<file path="src/rtl/dice_roller_mux.sv">
// Multi-button BCD dice roller: debounced die select, full-rate roll while held,
// frozen result shown on a multiplexed seven-segment display until an inactivity timeout.
module dice_roller_mux #(
  parameter int BTN = 7,
  parameter int DIGITS = 3,
  parameter logic [16*BTN-1:0] SIDES = {16'h0100, 16'h0020, 16'h0012, 16'h0010,
                                        16'h0008, 16'h0006, 16'h0004},
  parameter int PRESCALE_W = 10,
  parameter int DEB_TICKS = 2,
  parameter int TIMEOUT_TICKS = 255
) (
  input  logic                  clk,
  input  logic                  rst_n,
  input  logic [BTN-1:0]        btn,
  output logic [6:0]            seg,
  output logic [DIGITS-1:0]     dig_en,
  output logic [4*DIGITS-1:0]   value,
  output logic                  valid
);

  localparam int VW = 4 * DIGITS;
  localparam int SW = (BTN > 1) ? $clog2(BTN) : 1;

  typedef enum logic [1:0] {IDLE, ROLL, SHOW} state_t;

  logic [BTN-1:0]        sync_a, sync_b, db;
  logic [3:0]            deb_cnt [BTN];
  logic [PRESCALE_W-1:0] presc;
  logic                  tick, any, any_q;
  logic [SW-1:0]         pick, sel, sel_n;
  logic [VW-1:0]         side_tab [BTN];
  logic [VW-1:0]         cnt, cnt_n, value_n, hi;
  logic                  valid_n, blank;
  logic [7:0]            tmo, tmo_n;
  state_t                state, state_n;
  logic [1:0]            scan;

  function automatic logic [VW-1:0] bcd_dec(input logic [VW-1:0] x);
    logic [VW-1:0] r;
    logic          borrow;
    r = x;
    borrow = 1'b1;
    for (int d = 0; d < DIGITS; d++) begin
      if (borrow) begin
        if (x[4*d +: 4] == 4'd0) begin
          r[4*d +: 4] = 4'd9;
        end else begin
          r[4*d +: 4] = x[4*d +: 4] - 4'd1;
          borrow = 1'b0;
        end
      end
    end
    return r;
  endfunction

  function automatic logic [6:0] seg_of(input logic [3:0] d);
    case (d)
      4'd0: seg_of = 7'b0111111;
      4'd1: seg_of = 7'b0000110;
      4'd2: seg_of = 7'b1011011;
      4'd3: seg_of = 7'b1001111;
      4'd4: seg_of = 7'b1100110;
      4'd5: seg_of = 7'b1101101;
      4'd6: seg_of = 7'b1111101;
      4'd7: seg_of = 7'b0000111;
      4'd8: seg_of = 7'b1111111;
      4'd9: seg_of = 7'b1101111;
      default: seg_of = 7'b0000000;
    endcase
  endfunction

  assign tick = (presc == '0);
  assign any  = |db;

  always_comb begin
    for (int i = 0; i < BTN; i++) side_tab[i] = SIDES[16*i +: VW];
  end

  always_comb begin
    pick = '0;
    for (int i = BTN - 1; i >= 0; i--) if (db[i]) pick = SW'(i);
  end

  // Debouncers only evaluate on prescaler ticks, so every accepted edge is tick-aligned.
  always_ff @(posedge clk) begin
    if (!rst_n) begin
      sync_a <= '0;
      sync_b <= '0;
      db     <= '0;
      presc  <= '0;
      for (int i = 0; i < BTN; i++) deb_cnt[i] <= 4'd0;
    end else begin
      sync_a <= btn;
      sync_b <= sync_a;
      presc  <= presc + 1'b1;
      if (tick) begin
        for (int i = 0; i < BTN; i++) begin
          if (sync_b[i] != db[i]) begin
            if (deb_cnt[i] == 4'(DEB_TICKS - 1)) begin
              db[i]      <= sync_b[i];
              deb_cnt[i] <= 4'd0;
            end else begin
              deb_cnt[i] <= deb_cnt[i] + 4'd1;
            end
          end else begin
            deb_cnt[i] <= 4'd0;
          end
        end
      end
    end
  end

  always_ff @(posedge clk) begin
    if (!rst_n) begin
      state <= IDLE;
      sel   <= '0;
      cnt   <= '0;
      value <= VW'(1);
      valid <= 1'b0;
      tmo   <= 8'd0;
      any_q <= 1'b0;
    end else begin
      state <= state_n;
      sel   <= sel_n;
      cnt   <= cnt_n;
      value <= value_n;
      valid <= valid_n;
      tmo   <= tmo_n;
      any_q <= any;
    end
  end

  always_comb begin
    state_n = state;
    sel_n   = sel;
    cnt_n   = cnt;
    value_n = value;
    valid_n = valid;
    tmo_n   = tmo;
    case (state)
      ROLL: begin
        if (any) begin
          cnt_n = (cnt == VW'(1)) ? side_tab[sel] : bcd_dec(cnt);
        end else begin
          value_n = cnt;
          valid_n = 1'b1;
          tmo_n   = 8'(TIMEOUT_TICKS);
          state_n = SHOW;
        end
      end
      default: begin
        if (state == SHOW) begin
          if (tick && tmo != 8'd0) tmo_n = tmo - 8'd1;
          if (tmo_n == 8'd0) state_n = IDLE;
        end
        // A fresh press wins over the timeout and abandons SHOW at once.
        if (any && !any_q) begin
          sel_n   = pick;
          cnt_n   = side_tab[pick];
          state_n = ROLL;
        end
      end
    endcase
  end

  always_comb begin
    hi    = value >> {scan, 2'b00};
    blank = (scan != 2'd0) && (hi == '0);
  end

  always_ff @(posedge clk) begin
    if (!rst_n) begin
      scan   <= 2'd0;
      seg    <= 7'd0;
      dig_en <= '0;
    end else begin
      scan <= (scan == 2'(DIGITS - 1)) ? 2'd0 : scan + 2'd1;
      if (state == SHOW && !blank) begin
        seg    <= seg_of(value[{scan, 2'b00} +: 4]);
        dig_en <= DIGITS'(1) << scan;
      end else begin
        seg    <= 7'd0;
        dig_en <= '0;
      end
    end
  end

endmodule

</file>
<file path="config.mk">
export PLATFORM = sky130hd
export DESIGN_NAME = dice_roller_mux
export DESIGN_NICKNAME = d
export VERILOG_FILES = /design/src/rtl/dice_roller_mux.sv
export SDC_FILE = /design/constraint.sdc
export NUM_CORES = 1
export LEC_CHECK = 0
export ABC_AREA = 1
export CORE_UTILIZATION = 58
export DETAILED_ROUTE_END_ITERATION = 12
export GPL_TIMING_DRIVEN = 0
export PLACE_DENSITY = 0.78
export REMOVE_ABC_BUFFERS = 1
export SKIP_LAST_GASP = 1
export SLEW_MARGIN = 40
export SYNTH_ARGS = -nofsm -noshare
export SYNTH_HDL_FRONTEND = slang
export SYNTH_SLANG_ARGS = --single-unit
</file>
<file path="constraint.sdc">
create_clock -name clk -period 4.1 [get_ports clk]
set_clock_uncertainty 0.05 [all_clocks]
set_input_delay 0.41 -clock clk [delete_from_list [all_inputs] [get_ports clk]]
set_output_delay 0.41 -clock clk [all_outputs]
set_load 0.02 [all_outputs]
</file>
; After elaboration in Yosys (flattened, before gate mapping)
; Memory sizes are Yosys's and may differ from the RTL's. A register that Yosys moved wholly into a read port is not among the register bits.
; Index checks and enable logic that the tools add are counted.
[totals]
regBits = 75
mem_bits_rw = 28
rom_bits = 304
in_bits = 9
out_inout_bits = 23
memories = 4
[op_classes]
add_sub_neg = 13
order_cmp = 2
n_eq_ne = 22
n_shift = 3
muxes = 158
n_bitwise = 26
n_reduce_logical = 36
[memory_table]
columns = memory, words, width, rd, rd_clocked_by_memory_dff, write_ports, line_no
row1 = (name not given), 16, 7, 1, 1, 0, 57  ; case (d)
row2 = (name not given), 8, 12, 1, 0, 0, 159  ; cnt_n = side_tab[pick];
row3 = (name not given), 8, 12, 1, 0, 0, 143  ; cnt_n = (cnt == VW'(1)) ? side_tab[sel] : bcd_dec(cnt);
row4 = deb_cnt, 7, 4, 7, 0, 7, 27  ; logic [3:0] deb_cnt [BTN];
[ops]
columns = cell, n
row1 = 2-to-1 mux 1 bit, 106
row2 = 2-to-1 mux 4 bit, 26
row3 = 2-to-1 mux 12 bit, 8
row4 = 2-to-1 mux 8 bit, 6
row5 = AND reduction 3 bit, 10
row6 = adder 4 x 1 -> 4 bit (second input constant), 7
row7 = == test 4 x 1 -> 1 bit (second input constant), 7
row8 = 2-to-1 mux 3 bit, 7
row9 = OR 1 bit, 21
row10 = == test 12 x 1 -> 1 bit (second input constant), 1
row11 = zero test 12 bit, 1
row12 = zero test 4 bit, 3
row13 = indexed part select 12 x 5 -> 4 bit, 1
row14 = >> shifter 12 x 4 -> 12 bit, 1
row15 = subtractor 4 x 1 -> 4 bit (second input constant), 3
row16 = adder 10 x 1 -> 10 bit (second input constant), 1
row17 = zero test 10 bit, 1
row18 = 2-to-1 mux 2 bit, 5
row19 = AND reduction 2 bit, 5
row20 = greater-or-equal comparator 4 bit (second input constant), 2
row21 = zero test 8 bit, 1
row22 = inverter 3 -> 4 bit, 2
row23 = nonzero test 8 bit, 1
row24 = subtractor 8 x 1 -> 8 bit (second input constant), 1
row25 = other kinds (14), 33

; Depth between registers and ports, before layout
; Gate-level depths: netlist (run 1).
[logic_depth]
ltp_word = 13
mapped_depth = 16

; Worst setup path before layout (run 1)
; OpenSTA, ideal clock, no wires.
[synth_timing]
kind = input -> register
from = in rst_n
to = mem deb_cnt[0][0], enable pin
setup_ps = 452
t_arrival_ps = 1435
required_ps = 3598
path_slack_ps = 2164
cell_stages = 3
path_buffers = 2
cell_sequence = clkbuf_1 > clkbuf_1 > nand2_1
[synth_rtl]
columns = element, line_no
row1 = start: declaration, 13  ; input logic rst_n,
row2 = end: declaration, 27

==> results of run 1 <==
## layer usage
metal  up-vias  wire [um]  GRT usage  part of all wire
met5         -          0          0                 0
met2        76       4961     0.3889              0.48
met3        15        309    0.03725             0.030
met4         0        139    0.08258             0.014
met1      2016       4847     0.2750              0.47
li1       2302          -          -                 -
## state kept, by name (all words and copies together) (netlist names)
register	cells
seg	7
scan	2
cnt	12
value	12
valid	1
state	2
tmo	8
deb_cnt	28
presc	10
any_q	1
sel	3
dig_en	3
sync_a	7
sync_b	7
db	7
## layout make-up
type                            count  area (um^2)
Tap cell                          111        138.9
Clock inverter                      5        62.56
Sequential cell                   110         2482
Clock buffer                       11        145.1
Timing Repair Buffer               31        307.8
Inverter                          108        406.6
Multi-Input combinational cell    453         2535
Fill cell                         759         3118
## worst register-to-register path: stages (launching register included)
cell and delay [ns]:
dfxtp_1 0.34, inv_1 0.08, ha_1 0.17, nand3_1 0.15, nor2_4 0.39, nand2_4 0.16, nand2_1 0.10, nand2_1 0.06
nor2_1 0.08, nand2_1 0.06, nor2_1 0.11, nand2_1 0.07, nand2_1 0.05, nand2_1 0.06, nand2_1 0.07, a21oi_2 0.05
## power groups by stage
stage               registers (W)  clock network [W]  logic, W
floorplan                 0.00144                  0  0.000950
global placement          0.00142                  0   0.00124
detailed placement        0.00143                  0   0.00128
CTS                       0.00140           0.000691   0.00129
global route              0.00143           0.000732   0.00148
finish                    0.00141           0.000672   0.00129
## metrics by stage
step           setup TNS, ns  total power [W]  cells  worst slack (ns)    util
3_5_place_dp               0         0.002709    813             1.485  0.6384
4_1_cts                    0         0.003384    829             1.886  0.6610
3_3_place_gp          -9.288         0.002665    813           -0.3486  0.6384
5_1_grt                    0         0.003639    829             1.680  0.6610
6_report                   0         0.003366    829             1.910  0.6610
2_1_floorplan              0         0.002389    671             2.241       -
## kinds of logic after synthesis
logic type / after synthesis
AO/OA/AOI/OAI: 133
XOR/XNOR: 24
adder cells (fa/ha/maj): 26
buffers and inverters: 120
flip-flops: 110
AND/OR/NAND/NOR: 270
## cell usage after synthesis, drive strengths merged (2+ instances only)
cell type  count
nand2        109
inv          107
nor2          92
dfxtp         82
a21oi         56
o21ai         49
nand3         44
edfxtp        28
ha            26
xor2          17
nor3          11
o211ai         8
a31oi          7
xnor2          7
buf            6
clkbuf         6
o221ai         6
nand4          5
nand3b         3
nor4           3
o21a           2
or2            2
## final timing paths
path                                 endpoint  depth (start not counted)
hold / removal           sync_b[1]$_SDFF_PN0_                          2
hold reg to reg          sync_b[1]$_SDFF_PN0_                          2
setup reg to reg        state[1]$_SDFFE_PN0P_                         15
setup / recovery  deb_cnt[4][3]$_SDFFCE_PP0P_                          5
## cells in the final DEF, fill, tap and decap left out, drive strengths merged, types with 3 or more instances in the layout
cell	n
a21oi	56
a31oi	7
clkbuf	11
clkdlybuf4s50	30
dfxtp	82
edfxtp	28
ha	26
inv	110
nand2	109
nand3	44
nand3b	3
nand4	5
nor2	92
nor3	11
nor4	3
o211ai	8
o21ai	49
o221ai	6
xnor2	7
xor2	17
==> out/metrics.yaml, run 1 <==
clock-sinks: 110
pwr-share-clk: 0.200
cts_setup_buffers: 0
grt_pass1_wl_mm: 17.76
cp_slowest_cell: "nor2_1"
max_freq_ghz: 0.4567
track_usage: 0.2221
core-area_um2: 9196
cp-start-kind: "input port"
cts-resized-gates: 0
die_area_um2: 9851
synthAdderAreaFrac: 0.05931
drt-initial-drc-count: 241
cts_tree: "yes"
path_buf_inv: 2
p_per_area_nw_per_um2: 553.8
synth_edf_count: 28
hp-class: "reg -> reg"
ant_nets: 0
yosysSeqAreaShare: 0.4526
hpwl_mm: 7.430
firstDrtPassIters: 5
worstReg2RegStart: "presc[0]$_SDFF_PN0_"
crit_top_cell: "nor2_1"
route.detailed.vias_per_inst: 5.318
antenna_found_initial: 0
synthCells: 683
syn-cell-area_um2: 5485
ys_seq_elements: 110
holdWs_ns: 0.3741
htreeDepth: 3
route.vias.total: 4409
cp-end-kind: "flip-flop"
yosysTopAreaCell: "dfxtp_1"
synthMuxAreaShare: 0
path_delay_family: "simple AND/OR/NAND/NOR gates"
start_util: 0.5965
cp-startpoint: "rst_n"
ff2ff_setup_slack_ns: 1.94
grt_start_max_net_pins: 61
synthSimpleGateAreaFrac: 0.2254
grt_pass1_vias: 4062
pwr-share-seq: 0.418
worstPathCellList: "buf_4 > inv_1 > nor2_1 > nand3_1 > nor2_1"
overflow: 0
setup-violations-final: 0
yosysTopAreaCellShare: 0.2993
drv_cap: 0
worstSetupPathType: "in -> reg"
synth_top_family_by_area: "simple AND/OR/NAND/NOR gates"
routedWlPerCell_um: 12.37
num_rows: 35
cts_buffers: 9
sw_frac_of_total: 0.3918
outcome: "completed"
avgSynthCellArea_um2: 8.031
rsz0062_at_grt: "false"
min_from: "sync_a[1]$_SDFF_PN0_"
place_congestion: 0.8679
synth_area_leaders: "dfxtp_1 30%, edfxtp_1 15%, inv_1 6.9%, nand2_1 6.8%, ha_1 5.9%"
power_leakage_nw: 2.659
ys.flop_type: "dfxtp_1"
synth_cell_types: 43
pwr-share-comb: 0.383
period_share: 0.5341
port-buffer-count: 31
fin_crit_ns: 2.190
finalNetCount: 748
tightest_slew_ns: 0.6822
drive_gt1_frac: 0.08217
clkTransAtPathRegs_ns: 0.10
totalWireLength_mm: 10.26
die_y_um: 99.25
cts_root_buf: "clkbuf_8"
crit_fanout: 60
p_sw_w: 0.001319
drv_slew: 0
clock_path_buffers: 2
power.internal_w: 0.002048
pin_count: 32
finalHoldViolCount: 0
critPathArrivalTime_ns: 2.36
critical_path.max_stage_delay_ns: 0.60
relSlewSlack: 0.5436
area_growth_pct: 10.81
synthArstFlopShare: 0
ys.warnings.count: 0
synth-xor-area-share: 0.03832
die_w_um: 99.25
vdd_ir_drop_max_v: 0.0002391
hold_buffers: 0
insertion_delay_ns: 0.37
crit_required_ns: 4.27
synth-compound-area-share: 0.1387
postPlaceCellArea_um2: 5871
drc: 0
final_area_um2: 6078
diodes: 0
Note: power is estimated with default switching activity, not from simulation.
==> run 2: changes to the inputs <==
==> constraint.sdc (replaced) <==
create_clock -name clk -period 2.2 [get_ports clk]
set_clock_uncertainty 0.05 [all_clocks]
set_input_delay 0.22 -clock clk [delete_from_list [all_inputs] [get_ports clk]]
set_output_delay 0.22 -clock clk [all_outputs]
set_load 0.02 [all_outputs]
==> run 2 against run 1 <==
Net effect:
- sequential power is 86% higher
- non-clock buffer count grew 2
- via count up 0.75%
- sequential cell count did not move
- setup slack worse by 1.7 ns
- largest cell class unchanged
- largest power group unchanged
==> out/metrics.yaml, run 2 (synthesis results as in run 1) <==
track_usage: 0.2221  # unchanged
overflow: 0  # unchanged
setup-violations-final: 0  # unchanged
max_freq_ghz: 0.4934
cts_buffers: 9  # unchanged
grt_pass1_vias: 4063  # +0.025%
drt-initial-drc-count: 267  # +11%
use_met1: 0.2750  # unchanged
whs_endpoint: "presc[1]$_SDFF_PN0_"
drv_slew: 0  # unchanged
insertion_delay_ns: 0.37  # about the same
hold_buffers: 0  # unchanged
hp-class: "in -> reg"
cp-end-kind: "flip-flop"
critPathArrivalTime_ns: 2.28  # -0.08 ns
p_total_w: 0.006319  # +88%
totalWireLength_mm: 10.48  # +2.2%
r2r_cells: 9  # -6
layout_commonest_cell: "inv_1"
reg.largest.list: "deb_cnt (28), cnt (12), value (12)"
area_growth_pct: 11.47
grtUsageMet2: 0.3889  # unchanged
route.vias.total: 4442  # +0.75%
num_rows: 35  # unchanged
period_share: 0.9213
seqCellArea_um2: 2482  # unchanged
die_area_um2: 9851  # unchanged
largest_register_ffs: 28  # unchanged
antenna_found_initial: 0  # unchanged
worstPathCellList: "nor2_4 > inv_1 > o21a_1 > inv_1 > ha_1 > or2_2 > o21ai_0 > nand2_1 > a21oi_1"
p_per_area_nw_per_um2: 1033  # +87%
min_from: "rst_n"
place_congestion: 0.8679  # unchanged
hpwl_mm: 7.430  # unchanged
grt_pass1_wl_mm: 17.76  # unchanged
routedWlPerCell_um: 12.60  # +1.8%
holdWs_ns: 0.2757  # -0.09844 ns
worstReg2RegStart: "scan[0]$_SDFF_PP0_"
drc: 0  # unchanged
die_w_um: 99.25  # unchanged
port-buffer-count: 31  # unchanged
multiInputGateArea_um2: 2544  # +0.35%
crit_required_ns: 2.46  # -1.81 ns
clock_path_buffers: 2  # unchanged
r2r-end: "seg[0]$_SDFF_PP0_"
grt_start_max_net_pins: 61  # unchanged
pin_count: 32  # unchanged
rsz0062_at_grt: "true"
fin_crit_ns: 2.027
cts_tree: "yes"
clkTransAtPathRegs_ns: 0.10  # about the same
cts_root_buf: "clkbuf_8"
cp_slowest_cell: "dfxtp_1"
ant_nets: 0  # unchanged
largest_register: "deb_cnt"
power_leakage_nw: 2.677  # +0.66%
holdPathStages: 3  # +1
globalRouteMet3Util: 0.03725  # unchanged
critical_path.max_stage_delay_ns: 0.61  # about the same
mostFrequentLayoutCells: "101 x inv_1, 99 x nand2_1, 82 x dfxtp_1"
htreeDepth: 3  # unchanged
pre_cts_ws_ns: -0.2255  # -1.710 ns
nFillCells: 756  # -0.40%
grt_busiest_layer: "met2"
finalHoldViolCount: 0  # unchanged
relSlewSlack: 0.5523  # +0.008712
core-area_um2: 9196  # unchanged
start_util: 0.5965  # unchanged
drive_gt1_frac: 0.08738  # +0.005206
vdd_ir_drop_max_v: 0.0004496  # +88%
cp-start-kind: "flip-flop"
crit_fanout: 13  # -78%
worstSetupPathType: "reg -> reg"
ff2ff_setup_slack_ns: 0.17  # -1.77 ns
firstDrtPassIters: 5  # unchanged
crit_top_cell: "inv_1"
tightest_slew_ns: 0.6692  # -0.01302 ns
drv_cap: 0  # unchanged
die_y_um: 99.25  # unchanged
outcome: "completed"
route.detailed.vias_per_inst: 5.339  # +0.39%
finalNetCount: 751  # +0.40%
clock-sinks: 110  # unchanged
layout_setup_ws_ns: 0.1731  # -1.737 ns
diodes: 0  # unchanged
## run 2: how the worst max path moves through the flow
stage,start,endpoint,slack (ns),cells after the start
after global placement,rst_n,deb_cnt[4][0]$_SDFFCE_PP0P_,-2.06,5
after CTS,presc[0]$_SDFF_PN0_,state[1]$_SDFFE_PN0P_,0.02,15
after global routing,presc[0]$_SDFF_PN0_,state[0]$_SDFFE_PN0P_,-0.02,16
after detailed placement,rst_n,deb_cnt[4][3]$_SDFFCE_PP0P_,-0.23,5
after floorplan,presc[0]$_SDFF_PN0_,deb_cnt[0][0]$_SDFFCE_PP0P_,0.34,6
final,scan[0]$_SDFF_PP0_,seg[0]$_SDFF_PP0_,0.17,9
## run 2: layout make-up
| type | instances | area share |
|---|---|---|
| clock buffer | 11 | 0.02374 |
| clock inverter | 5 | 0.01023 |
| inverter | 108 | 0.06650 |
| multi-input combinational | 454 | 0.4160 |
| sequential | 110 | 0.4060 |
| tap | 111 | 0.02271 |
| timing repair buffer | 33 | 0.05484 |
## run 2: critical path, delay by kind of cell, from the launching register on
family,cells,cell delay (ns)
flip-flops,1,0.61
AO/OA/AOI/OAI,3,0.42
buffers and inverters,2,0.24
AND/OR/NAND/NOR,3,0.45
adder cells (fa/ha/maj),1,0.20
## run 2: metal layers
metal / wire (um) / vias up
met5: 0 / -
met4: 125 / 0
met2: 5108 / 97
met1: 4861 / 2030
li1: - / 2302
met3: 385 / 13
## run 2: stage by stage
| step | setup TNS, ns | util | std cells | area, um^2 |
|---|---|---|---|---|
| global placement | -154.74 | 0.6384 | 813 | 5871 |
| global route | -0.02479 | 0.6649 | 832 | 6115 |
| floorplan | 0 | - | 671 | 5421 |
| CTS | 0 | 0.6610 | 829 | 6078 |
| detailed placement | -5.486 | 0.6384 | 813 | 5871 |
| finish | 0 | 0.6649 | 832 | 6115 |
## run 2: power by group
group | switching [W] | total [W] | internal [W]
combinational | 0.00155 | 0.00244 | 0.000886
clock | 0.000677 | 0.00126 | 0.000582
sequential | 0.000258 | 0.00262 | 0.00236
total | 0.00249 | 0.00632 | 0.00383
## run 2: timing repair
action                     in CTS  in global routing
cloned                          0                  1
pin swaps                       1                  2
setup buffers                   0                  2
setup endpoints to repair       1                 31
resized for setup               0                  1
